$ cat src/rtl/pipe_hazard_ctrl_pkg.sv
// Shared types and defaults for the pipeline hazard controller.
package pipe_ctrl_pkg;

  localparam int MUL_LAT_DEF = 4;
  localparam int DIV_LAT_DEF = 32;

  typedef enum logic [1:0] {
    FWD_NONE = 2'd0,
    FWD_M    = 2'd1,
    FWD_W    = 2'd2
  } fwd_sel_t;

  typedef enum logic [1:0] {
    IDLE = 2'd0,
    BUSY = 2'd1,
    DONE = 2'd2
  } fsm_t;

  // A writer hits a source only when it really writes and the target is not $0.
  function automatic logic reg_hit(input logic [4:0] src, input logic [4:0] dst,
                                   input logic we);
    return we && (dst != 5'd0) && (dst == src);
  endfunction

  // Newest stage wins: M before W.
  function automatic fwd_sel_t fwd_sel(input logic [4:0] src,
                                       input logic regw_m, input logic [4:0] rd_m,
                                       input logic regw_w, input logic [4:0] rd_w);
    if (reg_hit(src, rd_m, regw_m))      return FWD_M;
    else if (reg_hit(src, rd_w, regw_w)) return FWD_W;
    else                                 return FWD_NONE;
  endfunction

endpackage

$ cat src/rtl/pipe_hazard_ctrl_if.sv
// Handshake bundle between the 5-stage pipeline datapath and the hazard controller.
interface pipe_hazard_ctrl_if;
  logic [4:0] rsD, rtD;
  logic       use_rsD, use_rtD;
  logic [4:0] rsE, rtE, rdE;
  logic       regwE, memtoregE;
  logic [4:0] rdM;
  logic       regwM, memtoregM;
  logic [4:0] rdW;
  logic       regwW;
  logic       i_wait, d_wait;
  logic       md_startE, md_divE;
  logic       hilo_rdD;

  logic       stallF, stallD, stallE, stallM;
  logic       flushE, flushM;
  pipe_ctrl_pkg::fwd_sel_t fwdaD, fwdbD, fwdaE, fwdbE;
  logic       md_busy, md_done;

  modport master (
    output rsD, rtD, use_rsD, use_rtD, rsE, rtE, rdE, regwE, memtoregE,
           rdM, regwM, memtoregM, rdW, regwW, i_wait, d_wait,
           md_startE, md_divE, hilo_rdD,
    input  stallF, stallD, stallE, stallM, flushE, flushM,
           fwdaD, fwdbD, fwdaE, fwdbE, md_busy, md_done
  );

  modport slave (
    input  rsD, rtD, use_rsD, use_rtD, rsE, rtE, rdE, regwE, memtoregE,
           rdM, regwM, memtoregM, rdW, regwW, i_wait, d_wait,
           md_startE, md_divE, hilo_rdD,
    output stallF, stallD, stallE, stallM, flushE, flushM,
           fwdaD, fwdbD, fwdaE, fwdbE, md_busy, md_done
  );
endinterface

$ cat src/rtl/pipe_hazard_ctrl_muldiv_seq.sv
// Mul/div occupancy sequencer.
//   state | meaning
//   IDLE  | unit free, waiting for an unstalled MULT/DIV in execute
//   BUSY  | operation running, r_cnt counts remaining cycles down to 0
//   DONE  | HI/LO valid this cycle (md_done pulse), unit still reported busy
module muldiv_seq #(
  parameter int MUL_LAT = pipe_ctrl_pkg::MUL_LAT_DEF,
  parameter int DIV_LAT = pipe_ctrl_pkg::DIV_LAT_DEF
) (
  input  logic clk,
  input  logic reset,
  input  logic md_startE,
  input  logic md_divE,
  input  logic stallE,
  output logic md_busy,
  output logic md_done
);
  import pipe_ctrl_pkg::*;

  localparam int MAX_LAT = (MUL_LAT > DIV_LAT) ? MUL_LAT : DIV_LAT;
  localparam int CW      = $clog2(MAX_LAT + 1);
  localparam logic [CW-1:0] MUL_LOAD = CW'(MUL_LAT - 1);
  localparam logic [CW-1:0] DIV_LOAD = CW'(DIV_LAT - 1);

  fsm_t          r_state;
  logic [CW-1:0] r_cnt;
  logic          r_busy;
  logic          r_done;
  logic          w_accept;
  logic [CW-1:0] w_load;

  // The counter keeps running through bus-wait freezes; only the start is gated by stallE.
  assign w_accept = md_startE && !stallE;
  assign w_load   = md_divE ? DIV_LOAD : MUL_LOAD;
  assign md_busy  = r_busy;
  assign md_done  = r_done;

  // Occupancy FSM with registered busy/done.
  always_ff @(posedge clk or posedge reset) begin
    if (reset) begin
      r_state <= IDLE;
      r_cnt   <= '0;
      r_busy  <= 1'b0;
      r_done  <= 1'b0;
    end else begin
      case (r_state)
        IDLE: begin
          r_done <= 1'b0;
          if (w_accept) begin
            r_state <= BUSY;
            r_cnt   <= w_load;
            r_busy  <= 1'b1;
          end
        end
        BUSY: begin
          if (r_cnt == '0) begin
            r_state <= DONE;
            r_done  <= 1'b1;
          end else begin
            r_cnt <= r_cnt - CW'(1);
          end
        end
        DONE: begin
          r_done <= 1'b0;
          if (w_accept) begin
            r_state <= BUSY;
            r_cnt   <= w_load;
            r_busy  <= 1'b1;
          end else begin
            r_state <= IDLE;
            r_busy  <= 1'b0;
          end
        end
        default: begin
          r_state <= IDLE;
          r_busy  <= 1'b0;
          r_done  <= 1'b0;
        end
      endcase
    end
  end

endmodule

$ cat src/rtl/pipe_hazard_ctrl.sv
// Hazard controller for the F/D/E/M/W pipeline: forwarding selects, stall/flush
// priority and the mul/div sequencer. Optional stall counter: PIPE_HAZARD_STALL_CNT_EN.
module pipe_hazard_ctrl #(
  parameter int MUL_LAT = pipe_ctrl_pkg::MUL_LAT_DEF,
  parameter int DIV_LAT = pipe_ctrl_pkg::DIV_LAT_DEF
) (
  input  logic               clk,
  input  logic               reset,
  pipe_hazard_ctrl_if.slave  hz
`ifdef PIPE_HAZARD_STALL_CNT_EN
  ,
  output logic [31:0]        stall_cnt
`endif
);
  import pipe_ctrl_pkg::*;

  logic w_bus_wait, w_md_conflict, w_load_use, w_dec_use, w_hilo_wait;
  logic w_stallF, w_stallD, w_stallE, w_stallM, w_flushE, w_flushM;
  logic w_md_busy, w_md_done;

  assign hz.fwdaE = fwd_sel(hz.rsE, hz.regwM, hz.rdM, hz.regwW, hz.rdW);
  assign hz.fwdbE = fwd_sel(hz.rtE, hz.regwM, hz.rdM, hz.regwW, hz.rdW);
  assign hz.fwdaD = fwd_sel(hz.rsD, hz.regwM, hz.rdM, hz.regwW, hz.rdW);
  assign hz.fwdbD = fwd_sel(hz.rtD, hz.regwM, hz.rdM, hz.regwW, hz.rdW);

  assign w_bus_wait    = hz.i_wait | hz.d_wait;
  assign w_md_conflict = hz.md_startE && w_md_busy;
  assign w_load_use    = hz.memtoregE &&
                         (reg_hit(hz.rsD, hz.rdE, hz.regwE) || reg_hit(hz.rtD, hz.rdE, hz.regwE));
  // Decode-stage readers cannot take an E result at all, nor a load still in M.
  assign w_dec_use     = (hz.use_rsD && (reg_hit(hz.rsD, hz.rdE, hz.regwE) ||
                                         reg_hit(hz.rsD, hz.rdM, hz.memtoregM))) ||
                         (hz.use_rtD && (reg_hit(hz.rtD, hz.rdE, hz.regwE) ||
                                         reg_hit(hz.rtD, hz.rdM, hz.memtoregM)));
  assign w_hilo_wait   = hz.hilo_rdD && (w_md_busy || hz.md_startE);

  // Stall/flush priority; each branch flushes only the stage just below the stalled ones.
  always_comb begin
    w_stallF = 1'b0;
    w_stallD = 1'b0;
    w_stallE = 1'b0;
    w_stallM = 1'b0;
    w_flushE = 1'b0;
    w_flushM = 1'b0;
    if (w_bus_wait) begin
      w_stallF = 1'b1;
      w_stallD = 1'b1;
      w_stallE = 1'b1;
      w_stallM = 1'b1;
    end else if (w_md_conflict) begin
      w_stallF = 1'b1;
      w_stallD = 1'b1;
      w_stallE = 1'b1;
      w_flushM = 1'b1;
    end else if (w_load_use || w_dec_use || w_hilo_wait) begin
      w_stallF = 1'b1;
      w_stallD = 1'b1;
      w_flushE = 1'b1;
    end
  end

  assign hz.stallF  = w_stallF;
  assign hz.stallD  = w_stallD;
  assign hz.stallE  = w_stallE;
  assign hz.stallM  = w_stallM;
  assign hz.flushE  = w_flushE;
  assign hz.flushM  = w_flushM;
  assign hz.md_busy = w_md_busy;
  assign hz.md_done = w_md_done;

  muldiv_seq #(
    .MUL_LAT (MUL_LAT),
    .DIV_LAT (DIV_LAT)
  ) u_muldiv_seq (
    .clk       (clk),
    .reset     (reset),
    .md_startE (hz.md_startE),
    .md_divE   (hz.md_divE),
    .stallE    (w_stallE),
    .md_busy   (w_md_busy),
    .md_done   (w_md_done)
  );

`ifdef PIPE_HAZARD_STALL_CNT_EN
  logic [31:0] r_stall_cnt;

  // Count decode-stall cycles; wraps naturally at 2^32.
  always_ff @(posedge clk or posedge reset) begin
    if (reset)         r_stall_cnt <= 32'd0;
    else if (w_stallD) r_stall_cnt <= r_stall_cnt + 32'd1;
  end

  assign stall_cnt = r_stall_cnt;
`endif

endmodule

$ cat src/flat_wrapper.sv
// flat-port wrapper written by rule: the top's interface ports become plain ports
module pipe_hazard_ctrl_flat import pipe_ctrl_pkg::*;
#(
  parameter int MUL_LAT = pipe_ctrl_pkg::MUL_LAT_DEF,
  parameter int DIV_LAT = pipe_ctrl_pkg::DIV_LAT_DEF
)
  (clk, reset, hz_rsD, hz_rtD, hz_use_rsD, hz_use_rtD, hz_rsE, hz_rtE, hz_rdE, hz_regwE, hz_memtoregE, hz_rdM, hz_regwM, hz_memtoregM, hz_rdW, hz_regwW, hz_i_wait, hz_d_wait, hz_md_startE, hz_md_divE, hz_hilo_rdD, hz_stallF, hz_stallD, hz_stallE, hz_stallM, hz_flushE, hz_flushM, hz_fwdaD, hz_fwdbD, hz_fwdaE, hz_fwdbE, hz_md_busy, hz_md_done);
  pipe_hazard_ctrl_if hz_i ();
  input  logic clk;
  input  logic reset;
  input wire logic [$bits(hz_i.rsD)-1:0] hz_rsD;
  input wire logic [$bits(hz_i.rtD)-1:0] hz_rtD;
  input wire logic [$bits(hz_i.use_rsD)-1:0] hz_use_rsD;
  input wire logic [$bits(hz_i.use_rtD)-1:0] hz_use_rtD;
  input wire logic [$bits(hz_i.rsE)-1:0] hz_rsE;
  input wire logic [$bits(hz_i.rtE)-1:0] hz_rtE;
  input wire logic [$bits(hz_i.rdE)-1:0] hz_rdE;
  input wire logic [$bits(hz_i.regwE)-1:0] hz_regwE;
  input wire logic [$bits(hz_i.memtoregE)-1:0] hz_memtoregE;
  input wire logic [$bits(hz_i.rdM)-1:0] hz_rdM;
  input wire logic [$bits(hz_i.regwM)-1:0] hz_regwM;
  input wire logic [$bits(hz_i.memtoregM)-1:0] hz_memtoregM;
  input wire logic [$bits(hz_i.rdW)-1:0] hz_rdW;
  input wire logic [$bits(hz_i.regwW)-1:0] hz_regwW;
  input wire logic [$bits(hz_i.i_wait)-1:0] hz_i_wait;
  input wire logic [$bits(hz_i.d_wait)-1:0] hz_d_wait;
  input wire logic [$bits(hz_i.md_startE)-1:0] hz_md_startE;
  input wire logic [$bits(hz_i.md_divE)-1:0] hz_md_divE;
  input wire logic [$bits(hz_i.hilo_rdD)-1:0] hz_hilo_rdD;
  output wire logic [$bits(hz_i.stallF)-1:0] hz_stallF;
  output wire logic [$bits(hz_i.stallD)-1:0] hz_stallD;
  output wire logic [$bits(hz_i.stallE)-1:0] hz_stallE;
  output wire logic [$bits(hz_i.stallM)-1:0] hz_stallM;
  output wire logic [$bits(hz_i.flushE)-1:0] hz_flushE;
  output wire logic [$bits(hz_i.flushM)-1:0] hz_flushM;
  output wire logic [$bits(hz_i.fwdaD)-1:0] hz_fwdaD;
  output wire logic [$bits(hz_i.fwdbD)-1:0] hz_fwdbD;
  output wire logic [$bits(hz_i.fwdaE)-1:0] hz_fwdaE;
  output wire logic [$bits(hz_i.fwdbE)-1:0] hz_fwdbE;
  output wire logic [$bits(hz_i.md_busy)-1:0] hz_md_busy;
  output wire logic [$bits(hz_i.md_done)-1:0] hz_md_done;
  assign hz_i.rsD = hz_rsD;
  assign hz_i.rtD = hz_rtD;
  assign hz_i.use_rsD = hz_use_rsD;
  assign hz_i.use_rtD = hz_use_rtD;
  assign hz_i.rsE = hz_rsE;
  assign hz_i.rtE = hz_rtE;
  assign hz_i.rdE = hz_rdE;
  assign hz_i.regwE = hz_regwE;
  assign hz_i.memtoregE = hz_memtoregE;
  assign hz_i.rdM = hz_rdM;
  assign hz_i.regwM = hz_regwM;
  assign hz_i.memtoregM = hz_memtoregM;
  assign hz_i.rdW = hz_rdW;
  assign hz_i.regwW = hz_regwW;
  assign hz_i.i_wait = hz_i_wait;
  assign hz_i.d_wait = hz_d_wait;
  assign hz_i.md_startE = hz_md_startE;
  assign hz_i.md_divE = hz_md_divE;
  assign hz_i.hilo_rdD = hz_hilo_rdD;
  assign hz_stallF = hz_i.stallF;
  assign hz_stallD = hz_i.stallD;
  assign hz_stallE = hz_i.stallE;
  assign hz_stallM = hz_i.stallM;
  assign hz_flushE = hz_i.flushE;
  assign hz_flushM = hz_i.flushM;
  assign hz_fwdaD = hz_i.fwdaD;
  assign hz_fwdbD = hz_i.fwdbD;
  assign hz_fwdaE = hz_i.fwdaE;
  assign hz_fwdbE = hz_i.fwdbE;
  assign hz_md_busy = hz_i.md_busy;
  assign hz_md_done = hz_i.md_done;
  pipe_hazard_ctrl #(.MUL_LAT(MUL_LAT), .DIV_LAT(DIV_LAT)) u_core (.clk(clk), .reset(reset), .hz(hz_i));
endmodule
$ cat config.mk
export PLATFORM = sky130hd
export DESIGN_NAME = pipe_hazard_ctrl_flat
export DESIGN_NICKNAME = d
export VERILOG_FILES = /design/src/rtl/pipe_hazard_ctrl_pkg.sv /design/src/rtl/pipe_hazard_ctrl_if.sv /design/src/rtl/pipe_hazard_ctrl_muldiv_seq.sv /design/src/rtl/pipe_hazard_ctrl.sv /design/src/flat_wrapper.sv
export SDC_FILE = /design/constraint.sdc
export NUM_CORES = 1
export LEC_CHECK = 0
export ABC_AREA = 1
export CAP_MARGIN = 20
export CORE_MARGIN = 1
export CORE_UTILIZATION = 41
export DETAILED_ROUTE_END_ITERATION = 8
export GPL_TIMING_DRIVEN = 0
export PLACE_DENSITY = 0.76
export SYNTH_ARGS = -nofsm -noshare
export SYNTH_HDL_FRONTEND = slang
export SYNTH_SLANG_ARGS = --single-unit
export TNS_END_PERCENT = 5
$ cat constraint.sdc
create_clock -name clk -period 2.1 [get_ports clk]
set_input_delay 0.42 -clock clk [delete_from_list [all_inputs] [get_ports clk]]
set_output_delay 0.42 -clock clk [all_outputs]
set_load 0.01 [all_outputs]
* Word level (Yosys, flattened, before mapping)
Cells that the tools add are included.
** Cells by class
- $mul :: 0
- Order comparisons :: 0
- Reduce and logical (&&, ||, !) cells :: 40
- Mux-type cells :: 30
- Shifts and indexed selects :: 0
- Div/mod/pow operators :: 0
- Equal/unequal tests :: 16
- Bitwise logic cells :: 2
- Add/subtract/negate cells :: 1
** Operators by type and width (number)
- $eq 5x5->1 :: 10
- $logic_and 1x1->1 :: 22
- $mux 2 :: 10
- $reduce_bool 5->1 :: 3
- $mux 1 :: 14
- $mux 6 :: 2
- $pmux 6 s2 :: 1
- $logic_or 1x1->1 :: 7
- $logic_not 6->1 :: 1
- $ne 2x2->1 const B :: 3
- $pmux 2 s3 :: 1
- $sub 6x1->6 const B :: 1
- $mux 5 :: 1
- $reduce_and 2->1 :: 2
- $pmux 1 s3 :: 1
- $reduce_and 3->1 :: 1
- $eq 2x1->1 const B :: 1
- $eq 2x2->1 const B :: 1
- $logic_not 2->1 :: 1
- $ne 2x1->1 const B :: 1
- $reduce_bool 2->1 :: 1
- $reduce_or 2->1 :: 1
- $logic_not 1->1 :: 1
- $not 1->1 :: 1
- $or 1x1->1 :: 1
** Storage, ports and cells
- Latch bits :: 0
- Input port bits :: 49
- Flip-flop bits (word level) :: 10
- Bits in read-only memories :: 0
- Memories :: 0
- Output and inout port bits :: 16
- RAM bits :: 0
- Word-level logic and storage cells :: 93

* Logic depth before layout (Yosys ltp)
Gate-level depths: netlist of run 1.
- Depth in word-level cells :: 11
- Gate-level depth with buffers :: 12
- Depth with buffers taken out :: 11

* By module
Synthesis of run 1 repeated with hierarchy kept, for this count alone.
** Unflattened totals
- Cell total of the unflattened synthesis :: 212
- Area, all modules :: 1472.7 µm²
** Modules (own cells, without submodules)
- pipe_hazard_ctrl :: cells an instance 140, area each 923.4 µm², instances 1, seq. area each 0.0 µm²
- muldiv_seq :: cells an instance 72, area each 549.3 µm², instances 1, seq. area each 250.2 µm²

* Worst setup path after synthesis of run 1
OpenSTA, ideal clock, no wires.
- Kind :: input port to output port
- Start :: input hz_rdM[0]
- End :: output hz_stallF
- Stages :: 12
- Arrival :: 1438 ps
- Path buffers :: 2
- Path slack :: 242 ps
- Required time :: 1680 ps
- Cells stage by stage :: buf_2 nor2_1 nand3_2 nand2_1 inv_1 nand3_1 nand2_1 nand2_1 nand2_2 nor2_2 nand2_1 buf_4
** Between the ends
- Word-level cells in the longest chain between the ends :: 11
- Elaborated cells between the ends (all ways) :: 16
- Classes of those cells :: eq/ne: 2; mux: 3; reduce/logical: 11
** Ends and longest elaborated chain
- start: declaration :: RTL line flat_wrapper.sv:20 : input wire logic [$bits(hz_i.rdM)-1:0] hz_rdM;
- $reduce_bool 5->1 :: RTL line pipe_hazard_ctrl_pkg.sv:22 : return we && (dst != 5'd0) && (dst == src);
- $logic_and 1x1->1 (2 in a row) :: RTL line pipe_hazard_ctrl_pkg.sv:22
- $logic_or 1x1->1, on equally long branches :: RTL line pipe_hazard_ctrl.sv:31, pipe_hazard_ctrl.sv:33
- $logic_and 1x1->1, on equally long branches :: RTL line pipe_hazard_ctrl.sv:31, pipe_hazard_ctrl.sv:33
- $logic_or 1x1->1 * :: RTL line pipe_hazard_ctrl.sv:32 : reg_hit(hz.rsD, hz.rdM, hz.memtoregM))) ||
- $logic_or 1x1->1 * (2 in a row) :: RTL line pipe_hazard_ctrl.sv:55 : end else if (w_load_use || w_dec_use || w_hilo_wait) begin
- $mux 1 * (3 in a row)
- end: declaration :: RTL line flat_wrapper.sv:30 : output wire logic [$bits(hz_i.stallF)-1:0] hz_stallF;
Every way passes the cells marked *; elsewhere a longest branch is shown, timed or not.

* Worst setup path in the final report of run 1
- Start :: input hz_rsD[2]
- End :: output hz_fwdaD[1]
** Between the ends
- Word-level cells in the longest chain between the ends :: 4
- Elaborated cells between the ends (all ways) :: 6
- Classes of those cells :: eq/ne: 2; mux: 2; reduce/logical: 2
** Ends and longest elaborated chain
- start: declaration :: RTL line flat_wrapper.sv:11 : input wire logic [$bits(hz_i.rsD)-1:0] hz_rsD;
- $eq 5x5->1 :: RTL line pipe_hazard_ctrl_pkg.sv:22
- $logic_and 1x1->1 :: RTL line pipe_hazard_ctrl_pkg.sv:22
- $mux 2 :: RTL line pipe_hazard_ctrl_pkg.sv:30 : else if (reg_hit(src, rd_w, regw_w)) return FWD_W;
- $mux 2 * :: RTL line pipe_hazard_ctrl_pkg.sv:29 : if (reg_hit(src, rd_m, regw_m)) return FWD_M;
- end: declaration :: RTL line flat_wrapper.sv:36 : output wire logic [$bits(hz_i.fwdaD)-1:0] hz_fwdaD;
Marked as above.

==> flow_summary_export.csv, run 1 <==
group,metric,value,unit
sta,rsz0062_at_grt,"true",
sta,hold-worst-slack,0.415,ns
worst_setup_path,crit_buf_inv,2,
sta,hold_viol,0,
route,wirelength,3540,µm
route,drtPass1Iterations,4,
cts,cts_made_buffers,3,
worst_setup_path,cpLargestDelayFamily,"buffers and inverters",
sta,fin_crit_sh,0.972,
job,max_cap_viol_count,0,
worst_setup_path,timing.rr.start,"u_core.u_muldiv_seq.r_cnt[0]",
global_route,grt-ovfl-total,0,
place,dpl.hpwl,2940,µm
hold_path,holdCritPathClass,"in2async",
pwr,p_sw_frac,0.432,
yosys,ys.warnings.count,0,
worst_setup_path,reg2regPathDepth,9,
sta,post-route-min-period,2.04,ns
cts,root_buffer,"clkbuf_4",
global_route,grt_max_degree,11,
yosys,syn_avg_cell_area,7.07,µm²
cts,clock_latency,0.27,ns
yosys,postSynthCellCount,193,
sta,worst_pin_slew,0.373,ns
pwr,clockPowerShare,0.148,
pwr,power_frac_comb,0.574,
worst_setup_path,cp_data_arrival_time,1.62,ns
place,place.gp.congestion,0.856,
global_route,grt_antenna_before_repair,0,
finish,regArea,250,µm²
worst_setup_path,required,1.68,ns
floorplan,die_area,3560,µm²
route,avgViaCountPerCell,4.75,
place,dp_cells,291,
worst_setup_path,cp.depth,5,
pwr,p_int,670,µW
floorplan,fp-row-count,20,
pwr,totalPowerFinal,1180,µW
route,vias,1405,
worst_setup_path,reg2reg_slack,0.64,ns
yosys,synth_top_area_share,0.183,
yosys,yosys.cell_types.count,30,
route,drtIter0Drc,62,
worst_setup_path,crit_path_start_kind,"input pin",
cts,clk_path_buf_depth,2,
pwr,sequentialPowerShare,0.278,
place,port_buffers,54,
floorplan,die_w,59.7,µm
yosys,synthesis.nets,244,
yosys,ys_top_cells_by_area,"dfrtp_1, xnor2_1, xor2_1, nand2_1, nor2_1",
floorplan,die_h,59.7,µm
yosys,yosysSeqAreaShare,0.183,
finish,n_fill_cell,285,
worst_setup_path,crit_path_cell_trace,"dlygate4sd2_1, xnor2_1, nand4_1, nor4_1, dlygate4sd2_1",
sta,fin_skew,0.00223,ns
finish,drive_gt1_frac,0.266,
worst_setup_path,crit_path_frequent_cell,"dlygate4sd2_1",
pwr,vdd_drop_max,0.526,mV
route,post-route-drc-count,0,
pwr,power.density,583,nW/µm²
global_route,grt_use_total,0.211,
cts,clk_pin_slew,0.07,ns
sta,report.final.slew_viol_count,0,
floorplan,io_pins,65,
route,wl_per_cell,12.0,µm
finish,diodes,0,
global_route,grt_pass1_vias,1270,
sta,fmax,490,MHz
yosys,netlist_area,1360,µm²
floorplan,initial_core_util,0.440,
finish,areaGrowthSynthToFinish,48.4,%
sta,maxSlewHeadroom,0.751,
yosys,ys_ff_latch,10,
finish,nets,304,
worst_setup_path,slowest_delay,0.32,ns
worst_setup_path,worstSetupPathType,"in2out",
yosys,synth_top_area_cell,"dfrtp_1",
worst_setup_path,path_max_fanout,3,
finish,multi_input_area,1060,µm²
worst_setup_path,cp-startpoint,"hz_rsD[2]",
sta,setup_viol,0,
finish,stdcell_count,296,
worst_setup_path,cp-endpoint,"hz_fwdaD[1]",
pwr,p_sw,510,µW
cts,cts_max_level,1,
global_route,grt_pass1_wl,5730,µm
cts,clock_sinks,10,
cts,postCtsHoldBufs,0,
floorplan,core_area,3100,µm²
status,status,"finished clean",
pwr,p_leak,0.00102,µW
worst_setup_path,slowest_stage,"dlygate4sd2_1",
cts,cts_tree,"done",
worst_setup_path,reg2reg_to,"u_core.u_muldiv_seq.r_cnt[3]",
worst_setup_path,crit_path_end_kind,"output port",
route,ant_nets,0,
-- cell usage in the layout, fill, tap and decap left out, drive strengths merged, types with 5 or more instances in the layout --
cell / instances
o21ai: 5
clkdlybuf4s50: 17
nand3: 9
inv: 20
xor2: 23
dlygate4sd2: 7
nand2: 32
clkbuf: 18
xnor2: 26
dfrtp: 10
nor2: 31
nor4: 5
buf: 14
dlymetal6s2s: 10
-- worst min path at each step --
| stage | to | startpoint | slack, ns |
|---|---|---|---|
| after floorplan | u_core.u_muldiv_seq.md_busy | reset | 0.26 |
| after global placement | u_core.u_muldiv_seq.md_done | u_core.u_muldiv_seq.md_done | 0.48 |
| after detailed placement | u_core.u_muldiv_seq.md_done | u_core.u_muldiv_seq.md_done | 0.48 |
| after CTS | u_core.u_muldiv_seq.r_cnt[3] | reset | 0.42 |
| after global routing | u_core.u_muldiv_seq.r_cnt[3] | reset | 0.48 |
| final | u_core.u_muldiv_seq.r_cnt[4] | reset | 0.41 |
-- cells by family after synthesis --
family	Yosys count	share of synthesized area
simple gates	88	0.309
compound gates	13	0.0716
flops	10	0.183
fa+ha+maj	2	0.0183
buf+inv	31	0.103
xor+xnor	49	0.315
-- stage by stage --
step                      worst slack [ns]  area (µm²)  setup TNS (ns)  utilization
after floorplan                      0.242        1360               0            -
after global placement              -0.640        1960           -5.08        0.631
after detailed placement            -0.659        1960           -5.17        0.631
after CTS                           -0.211        2000          -0.518        0.644
after global routing               -0.0469        2020         -0.0469        0.652
final                               0.0598        2020               0        0.652
-- state kept, by name, indices dropped and copies added, names as in the netlist --
register and cells:
u_core.u_muldiv_seq.r_cnt 6, u_core.u_muldiv_seq.md_done 1, u_core.u_muldiv_seq.md_busy 1, u_core.u_muldiv_seq.r_state 2
-- layout make-up --
cell class                      count  share of cell area
Multi-Input combinational cell    152               0.523
Sequential cell                    10               0.124
Buffer                             11              0.0328
Inverter                           20              0.0371
Timing Repair Buffer               55               0.239
Tap cell                           44              0.0272
Clock buffer                        4              0.0179
-- repair_timing --
item / 4_1_cts / 5_1_grt
endpoints found under the setup margin: 12 / 10
pin swaps: 2 / 18
gates resized for setup: 38 / 61
setup buffers: 0 / 1
-- per-layer routing --
layer  part of all wire  track usage  vias up
met5                  0            0        -
met4             0.0045       0.0199        0
met3              0.055       0.0346        3
met2               0.43        0.332       42
met1               0.51        0.314      635
li1                   -            -      725
-- synth_stat cells --
| cell | n |
|---|---|
| nand2_2 | 3 |
| nand3_1 | 8 |
| nand3_2 | 1 |
| buf_4 | 2 |
| inv_1 | 16 |
| dfrtp_1 | 10 |
| a22oi_1 | 1 |
| o41ai_4 | 1 |
| a21oi_2 | 1 |
| a21oi_1 | 2 |
| nor2_1 | 24 |
| nor2_4 | 1 |
| nor3b_1 | 1 |
| nand4_2 | 1 |
| nand3b_1 | 1 |
| a31oi_1 | 3 |
| or2_1 | 2 |
| nand2_1 | 29 |
| clkbuf_1 | 1 |
| inv_2 | 4 |
| o21ai_0 | 5 |
| nor2_2 | 6 |
| buf_2 | 7 |
| nand4_1 | 3 |
| nor4_1 | 5 |
| nor3_1 | 3 |
| ha_1 | 2 |
| buf_6 | 1 |
| xnor2_1 | 26 |
| xor2_1 | 23 |
-- power groups by stage --
stage / sequential (µW) / clock (µW) / combinational [µW]
detailed placement: 332 / 0 / 668
global route: 339 / 190 / 764
finish: 328 / 175 / 677
global placement: 329 / 0 / 653
CTS: 327 / 181 / 662
floorplan: 325 / 0 / 446
Power figures use the tool's default switching activity.
==> inputs of run 2 (changes only) <==
CORE_UTILIZATION = 30   (was 41)
PLACE_DENSITY = 0.59   (was 0.76)
==> run 2 against run 1 <==
Against the previous run:
- combinational power fell by 2%
- via count fell by 1.3%
- design area rose by 3.6%
- clock power rose by 39%
- total power rose by 5.0%
- register-to-register slack improved by 0.04 ns
- cell count rose by 3.0%
- critical path depth rose by 2
- setup slack got worse by 0.052 ns
- global-route usage fell by 5.5 points
- die area rose by 35%
- critical path type unchanged
- largest power group unchanged
- highest routed layer unchanged
==> flow_summary_export.csv, run 2 (synthesized netlist as in run 1, its figures left out) <==
group,metric,value,unit
pwr,sequentialPowerShare,0.267,
route,drtIter0Drc,33,
sta,setup_viol,0,
finish,drive_gt1_frac,0.257,
cts,clk_path_buf_depth,2,
sta,maxSlewHeadroom,0.739,
pwr,p_sw,507,µW
job,max_cap_viol_count,0,
sta,fin_crit_sh,0.996,
floorplan,initial_core_util,0.313,
sta,fin_skew,0.00358,ns
floorplan,die_h,69.4,µm
pwr,vdd_drop_max,0.658,mV
floorplan,die_w,69.4,µm
route,ant_nets,0,
route,post-route-drc-count,0,
place,dpl.hpwl,3040,µm
worst_setup_path,crit_path_end_kind,"output port",
global_route,grt_antenna_before_repair,0,
floorplan,core_area,4350,µm²
route,wl_per_cell,12.5,µm
floorplan,io_pins,65,
cts,root_buffer,"clkbuf_8",
cts,cts_made_buffers,3,
place,place.gp.congestion,0.755,
worst_setup_path,path_max_fanout,5,
finish,diodes,0,
global_route,grt_pass1_wl,6190,µm
pwr,p_sw_frac,0.409,
route,wl_met1,1760,µm
finish,nets,305,
pwr,power_frac_comb,0.537,
place,post_dp_cell_area,1970,µm²
cts,clock_sinks,10,
hold_path,holdCritPathClass,"in2async",
pwr,power.density,591,nW/µm²
pwr,p_leak,0.00104,µW
worst_setup_path,required,1.68,ns
route,drtPass1Iterations,4,
sta,rsz0062_at_grt,"true",
route,dr_wl_met2,1840,µm
pwr,totalPowerFinal,1240,µW
status,status,"finished clean",
sta,report.final.slew_viol_count,0,
worst_setup_path,slowest_stage,"o41ai_4",
pwr,p_int,732,µW
pwr,clockPowerShare,0.196,
sta,post-route-min-period,2.09,ns
route,wirelength,3800,µm
route,wl_met3,159,µm
finish,largest_reg_flops,6,
cts,clk_pin_slew,0.05,ns
worst_setup_path,slowest_delay,0.37,ns
place,port_buffers,54,
cts,clock_latency,0.24,ns
global_route,grt-ovfl-total,0,
finish,final_cell_area,2100,µm²
worst_setup_path,crit_path_start_kind,"input pin",
worst_setup_path,crit_path_cell_trace,"buf_4, or2_4, o41ai_4, buf_4, buf_4, nor3b_2, buf_2",
finish,largest-register,"u_core.u_muldiv_seq.r_cnt",
route,avgViaCountPerCell,4.55,
finish,final_util,0.482,
finish,top_regs,"u_core.u_muldiv_seq.r_cnt x6, u_core.u_muldiv_seq.r_state x2",
global_route,grt_max_degree,11,
finish,final_cell_mix,"nand2_1, xnor2_1, xor2_1, nor2_1, clkdlybuf4s50_1",
worst_setup_path,cp_data_arrival_time,1.67,ns
sta,worst_pin_slew,0.391,ns
floorplan,die_area,4820,µm²
cts,cts_max_level,1,
global_route,grt_pass1_vias,1292,
global_route,grt_use_total,0.156,
cts,cts_tree,"done",
worst_setup_path,worstSetupPathType,"in2out",
route,top_layer,"met4",
finish,areaGrowthSynthToFinish,53.8,%
finish,layout.cells.most_common,"nand2_1",
route,vias,1387,
floorplan,fp-row-count,24,
sta,fmax,478,MHz
sta,hold_viol,0,
worst_setup_path,crit_path_frequent_cell,"buf_4",
run 2: cell count changes in the layout (fill, tap and decap cells not counted), moves of 2 or more:
cell,change
nand2_2,-2
dlygate4sd2_1,-2
clkdlybuf4s15_1,+3
clkdlybuf4s15_2,+2
buf_4,+2
clkbuf_2,-5
clkbuf_4,-2
clkbuf_8,+3
run 2: metrics by stage:
step                TNS [ns]  hold WS, ns  cells  setup WS [ns]
global placement       -5.17        0.468    299         -0.674
CTS                   -0.365        0.477    303         -0.163
finish                     0        0.459    305        0.00762
floorplan                  0        0.260    193          0.242
detailed placement     -5.28        0.475    299         -0.668
global route          -0.105        0.512    305        -0.0649
run 2: path summary, 6_finish.rpt:
check | from | to | slack, ns | cells after the start
max | hz_rdW[0] | hz_fwdbE[1] | 0.008 | 7
min | reset | u_core.u_muldiv_seq.md_done | 0.46 | 2
max reg2reg | u_core.u_muldiv_seq.r_cnt[0] | u_core.u_muldiv_seq.r_cnt[3] | 0.68 | 9
min reg2reg | u_core.u_muldiv_seq.r_state[1] | u_core.u_muldiv_seq.md_busy | 0.48 | 1
max in group asynchronous | reset | u_core.u_muldiv_seq.r_cnt[0] | 1.36 | 2
min in group clk | u_core.u_muldiv_seq.r_state[1] | u_core.u_muldiv_seq.md_busy | 0.48 | 1
run 2: final cells by class:
class / instances / area [µm²]
sequential: 10 / 250
inverter: 20 / 75.1
tap: 52 / 65.1
fill: 424 / 2260
multi-input combinational: 152 / 1070
buffer: 11 / 71.3
timing repair buffer: 56 / 514
clock buffer: 4 / 55.1
run 2: layer usage:
layer	track usage	up-vias
met5	0	-
met4	0.0272	0
met3	0.0203	5
met2	0.263	35
met1	0.216	624
li1	-	723
run 2: power by group through the flow:
stage	registers [µW]	logic (µW)	clock network (µW)
finish	330	666	243
floorplan	325	446	0
detailed placement	334	658	0
CTS	330	657	247
global route	345	751	257
global placement	332	654	0
run 2: critical path, delay by kind of cell:
kind / cells / cell delay [ns]
and+or+nand+nor: 2 / 0.30
AOI/OAI and AO/OA: 1 / 0.37
buffers and inverters: 4 / 0.59
run 2: repair_timing:
action,4_1_cts,5_1_grt
hold buffers,0,0
endpoints found under the setup margin,11,11
pin swaps,3,22
resized for setup,45,58
setup buffers,0,2
==> inputs of run 3 (changes only) <==
PLACE_DENSITY = 0.58   (was 0.59)
SYNTH_HIERARCHICAL = 1   (was default)
==> run 3 against run 2 <==
Against the previous run:
- sequential cell count stayed put
- combinational power up 12%
- sequential power rose by 9.4%
- sequential share of layout area fell by 0.24 points
- core utilization fell by 2.8 points
- via count increased by 4.0%
- wire length rose by 1.7%
- register-to-register slack better by 0.08 ns
- global-route usage down 0.93 points
- setup slack better by 0.0011 ns
- critical path type unchanged
- synthesized cell count up 9.8%
==> flow_summary_export.csv, run 3 <==
group,metric,value,unit
status,status,"finished clean",
yosys,synth_commonest_cells,"nand2_1, xor2_1, nor2_1, xnor2_1, inv_1",
pwr,power_frac_comb,0.554,
yosys,yosys.cell_types.count,28,
pwr,vdd_drop_max,0.720,mV
route,avgViaCountPerCell,4.28,
route,wl_per_cell,11.5,µm
yosys,ys_ff_latch,10,
finish,areaGrowthSynthToFinish,45.4,%
place,dpl.hpwl,3180,µm
finish,drive_gt1_frac,0.233,
finish,n_fill_cell,509,
route,ant_nets,0,
yosys,synth_top_area_share,0.170,
floorplan,io_pins,65,
sta,report.final.slew_viol_count,0,
global_route,grt_use_total,0.147,
pwr,sequentialPowerShare,0.267,
yosys,yosysMostFrequentCell,"nand2_1",
global_route,grt_pass1_vias,1306,
cts,root_buffer,"clkbuf_8",
global_route,grt_pass1_wl,6140,µm
route,post-route-drc-count,0,
cts,post-cts-setup-buffers,0,
cts,clock_latency,0.24,ns
finish,largest-register,"u_core/u_muldiv_seq/r_cnt",
worst_setup_path,path_max_fanout,3,
sta,post-route-min-period,2.09,ns
worst_setup_path,crit_path_start_kind,"input pin",
pwr,p_sw,585,µW
worst_setup_path,required,1.68,ns
sta,hold_viol,0,
finish,final_cell_mix,"nand2_1, xor2_1, xnor2_1, clkdlybuf4s50_1, nor2_1",
finish,nets,322,
route,drtPass1Iterations,4,
route,vias,1442,
yosys,synthesis.nets,263,
worst_setup_path,cpLargestDelayFamily,"simple AND/OR/NAND/NOR gates",
cts,cts_tree,"done",
yosys,ys_top_cells_by_area,"dfrtp_1, xor2_1, xnor2_1, nand2_1, nor2_1",
hold_path,holdCritPathClass,"in2async",
cts,clk_path_buf_depth,2,
yosys,synth_top_area_cell,"dfrtp_1",
finish,layout.cells.most_common,"nand2_1",
pwr,power.density,631,nW/µm²
yosys,yosysSeqAreaShare,0.170,
pwr,p_leak,0.00103,µW
sta,fin_skew,0.00140,ns
worst_setup_path,cp_data_arrival_time,1.67,ns
yosys,syn_avg_cell_area,6.95,µm²
worst_setup_path,crit_path_end_kind,"output port",
sta,setup_viol,0,
floorplan,core_area,4720,µm²
sta,rsz0062_at_grt,"true",
worst_setup_path,crit_buf_inv,2,
global_route,grt_antenna_before_repair,0,
sta,fmax,478,MHz
sta,maxSlewHeadroom,0.729,
floorplan,die_area,5190,µm²
finish,multi_input_area,1110,µm²
cts,cts_made_buffers,3,
yosys,synthArstFlopShare,1.00,
route,wirelength,3860,µm
job,max_cap_viol_count,0,
cts,clk_pin_slew,0.05,ns
finish,regArea,250,µm²
finish,diodes,0,
pwr,p_sw_frac,0.433,
floorplan,initial_core_util,0.312,
yosys,synthFlopType,"dfrtp_1",
cts,clock_sinks,10,
worst_setup_path,slowest_stage,"dlygate4sd2_1",
worst_setup_path,crit_path_frequent_cell,"nand2_1",
yosys,synth_edf_count,0,
floorplan,die_h,72.1,µm
pwr,p_int,766,µW
worst_setup_path,worstSetupPathType,"in2out",
yosys,netlist_area,1470,µm²
finish,largest_reg_flops,6,
sta,hold-worst-slack,0.464,ns
floorplan,fp-row-count,25,
finish,top_regs,"u_core/u_muldiv_seq/r_cnt x6, u_core/u_muldiv_seq/r_state x2",
yosys,postSynthCellCount,212,
sta,fin_crit_sh,0.996,
worst_setup_path,crit_path_cell_trace,"dlygate4sd2_1, xnor2_1, nand3_2, nor2_1, nand2_1, nand2_1, nand2_1, nand2_1, nor2_2, nor2_2, clkdlybuf4s15_2",
cts,cts_max_level,1,
worst_setup_path,slowest_delay,0.28,ns
place,port_buffers,54,
route,drtIter0Drc,37,
global_route,grt-ovfl-total,0,
floorplan,die_w,72.1,µm
pwr,clockPowerShare,0.180,
cts,postCtsHoldBufs,0,
place,place.gp.congestion,0.772,
yosys,ys.warnings.count,6,
global_route,grt_max_degree,11,
sta,worst_pin_slew,0.405,ns
pwr,totalPowerFinal,1350,µW
run 3: cell types whose count changed in the layout (fill, tap and decap cells not counted), sizes merged, moves of 3 or more:
| cell | previous run | this run |
|---|---|---|
| dlymetal6s2s | 11 | 3 |
| a31oi | 3 | 0 |
| buf | 16 | 13 |
| xnor2 | 26 | 23 |
| nand2 | 32 | 55 |
| clkdlybuf4s50 | 17 | 22 |
| nand3b | 1 | 4 |
run 3: worst reg2reg max path: stages (launching register included):
cell	delay [ns]
dfrtp_1	0.38
inv_1	0.17
ha_1	0.20
nand3_2	0.12
nand2_2	0.11
nand2_4	0.10
o21ai_1	0.09
o21ai_1	0.07
run 3: logic make-up (layout without fill, tap and decap cells):
group	after synthesis	count (layout)	share of synthesized area
and+or+nand+nor	112	112	0.372
xor gates and xnor gates	47	47	0.280
buffers and inverters	32	90	0.116
DFF	10	10	0.170
AOI/OAI and AO/OA	9	9	0.0459
adders and majority gates	2	2	0.0170
run 3: cell type report:
class | count | share of cell area
Inverter | 21 | 0.0368
Multi-Input combinational cell | 170 | 0.518
Buffer | 11 | 0.0427
Tap cell | 67 | 0.0392
Clock buffer | 4 | 0.0257
Timing Repair Buffer | 54 | 0.221
Sequential cell | 10 | 0.117
run 3: final timing paths:
path                                                start                      endpoint  slack, ns  depth (start not counted)
hold reg to reg            u_core/u_muldiv_seq/r_state[1]   u_core/u_muldiv_seq/md_busy       0.49                          1
setup / recovery                                hz_rsD[0]                     hz_flushE      0.009                         11
max in group asynchronous                           reset   u_core/u_muldiv_seq/md_busy       1.36                          2
min in group clk           u_core/u_muldiv_seq/r_state[1]   u_core/u_muldiv_seq/md_busy       0.49                          1
setup reg to reg             u_core/u_muldiv_seq/r_cnt[0]  u_core/u_muldiv_seq/r_cnt[0]       0.76                          7
hold / removal                                      reset  u_core/u_muldiv_seq/r_cnt[2]       0.46                          2
run 3: stage by stage:
stage | std cells | setup slack, ns | cell area, µm² | utilization | TNS [ns]
floorplan | 212 | 0.294 | 1470 | - | 0
global placement | 333 | -0.694 | 2100 | 0.444 | -5.06
detailed placement | 333 | -0.694 | 2100 | 0.444 | -5.02
CTS | 337 | -0.201 | 2130 | 0.452 | -0.599
global route | 337 | -0.108 | 2140 | 0.453 | -0.386
finish | 337 | 0.00867 | 2140 | 0.453 | 0
run 3: per-layer routing:
layer	share of wire	routed length [µm]	vias up	global-route usage
met4	0.0060	23	0	0.0261
li1	-	-	771	-
met5	0	0	-	0
met1	0.47	1830	634	0.206
met3	0.053	203	2	0.0236
met2	0.47	1810	35	0.241
run 3: timing repair:
action / 4_1_cts / 5_1_grt
setup endpoints to repair: 12 / 11
pin swaps: 2 / 6
gates resized for setup: 43 / 42
run 3: power groups by stage:
stage,combinational [µW],sequential (µW),clock (µW)
after floorplan,522,350,0
after global placement,755,363,0
after detailed placement,759,364,0
after CTS,745,362,251
after global routing,854,373,260
final,748,361,243
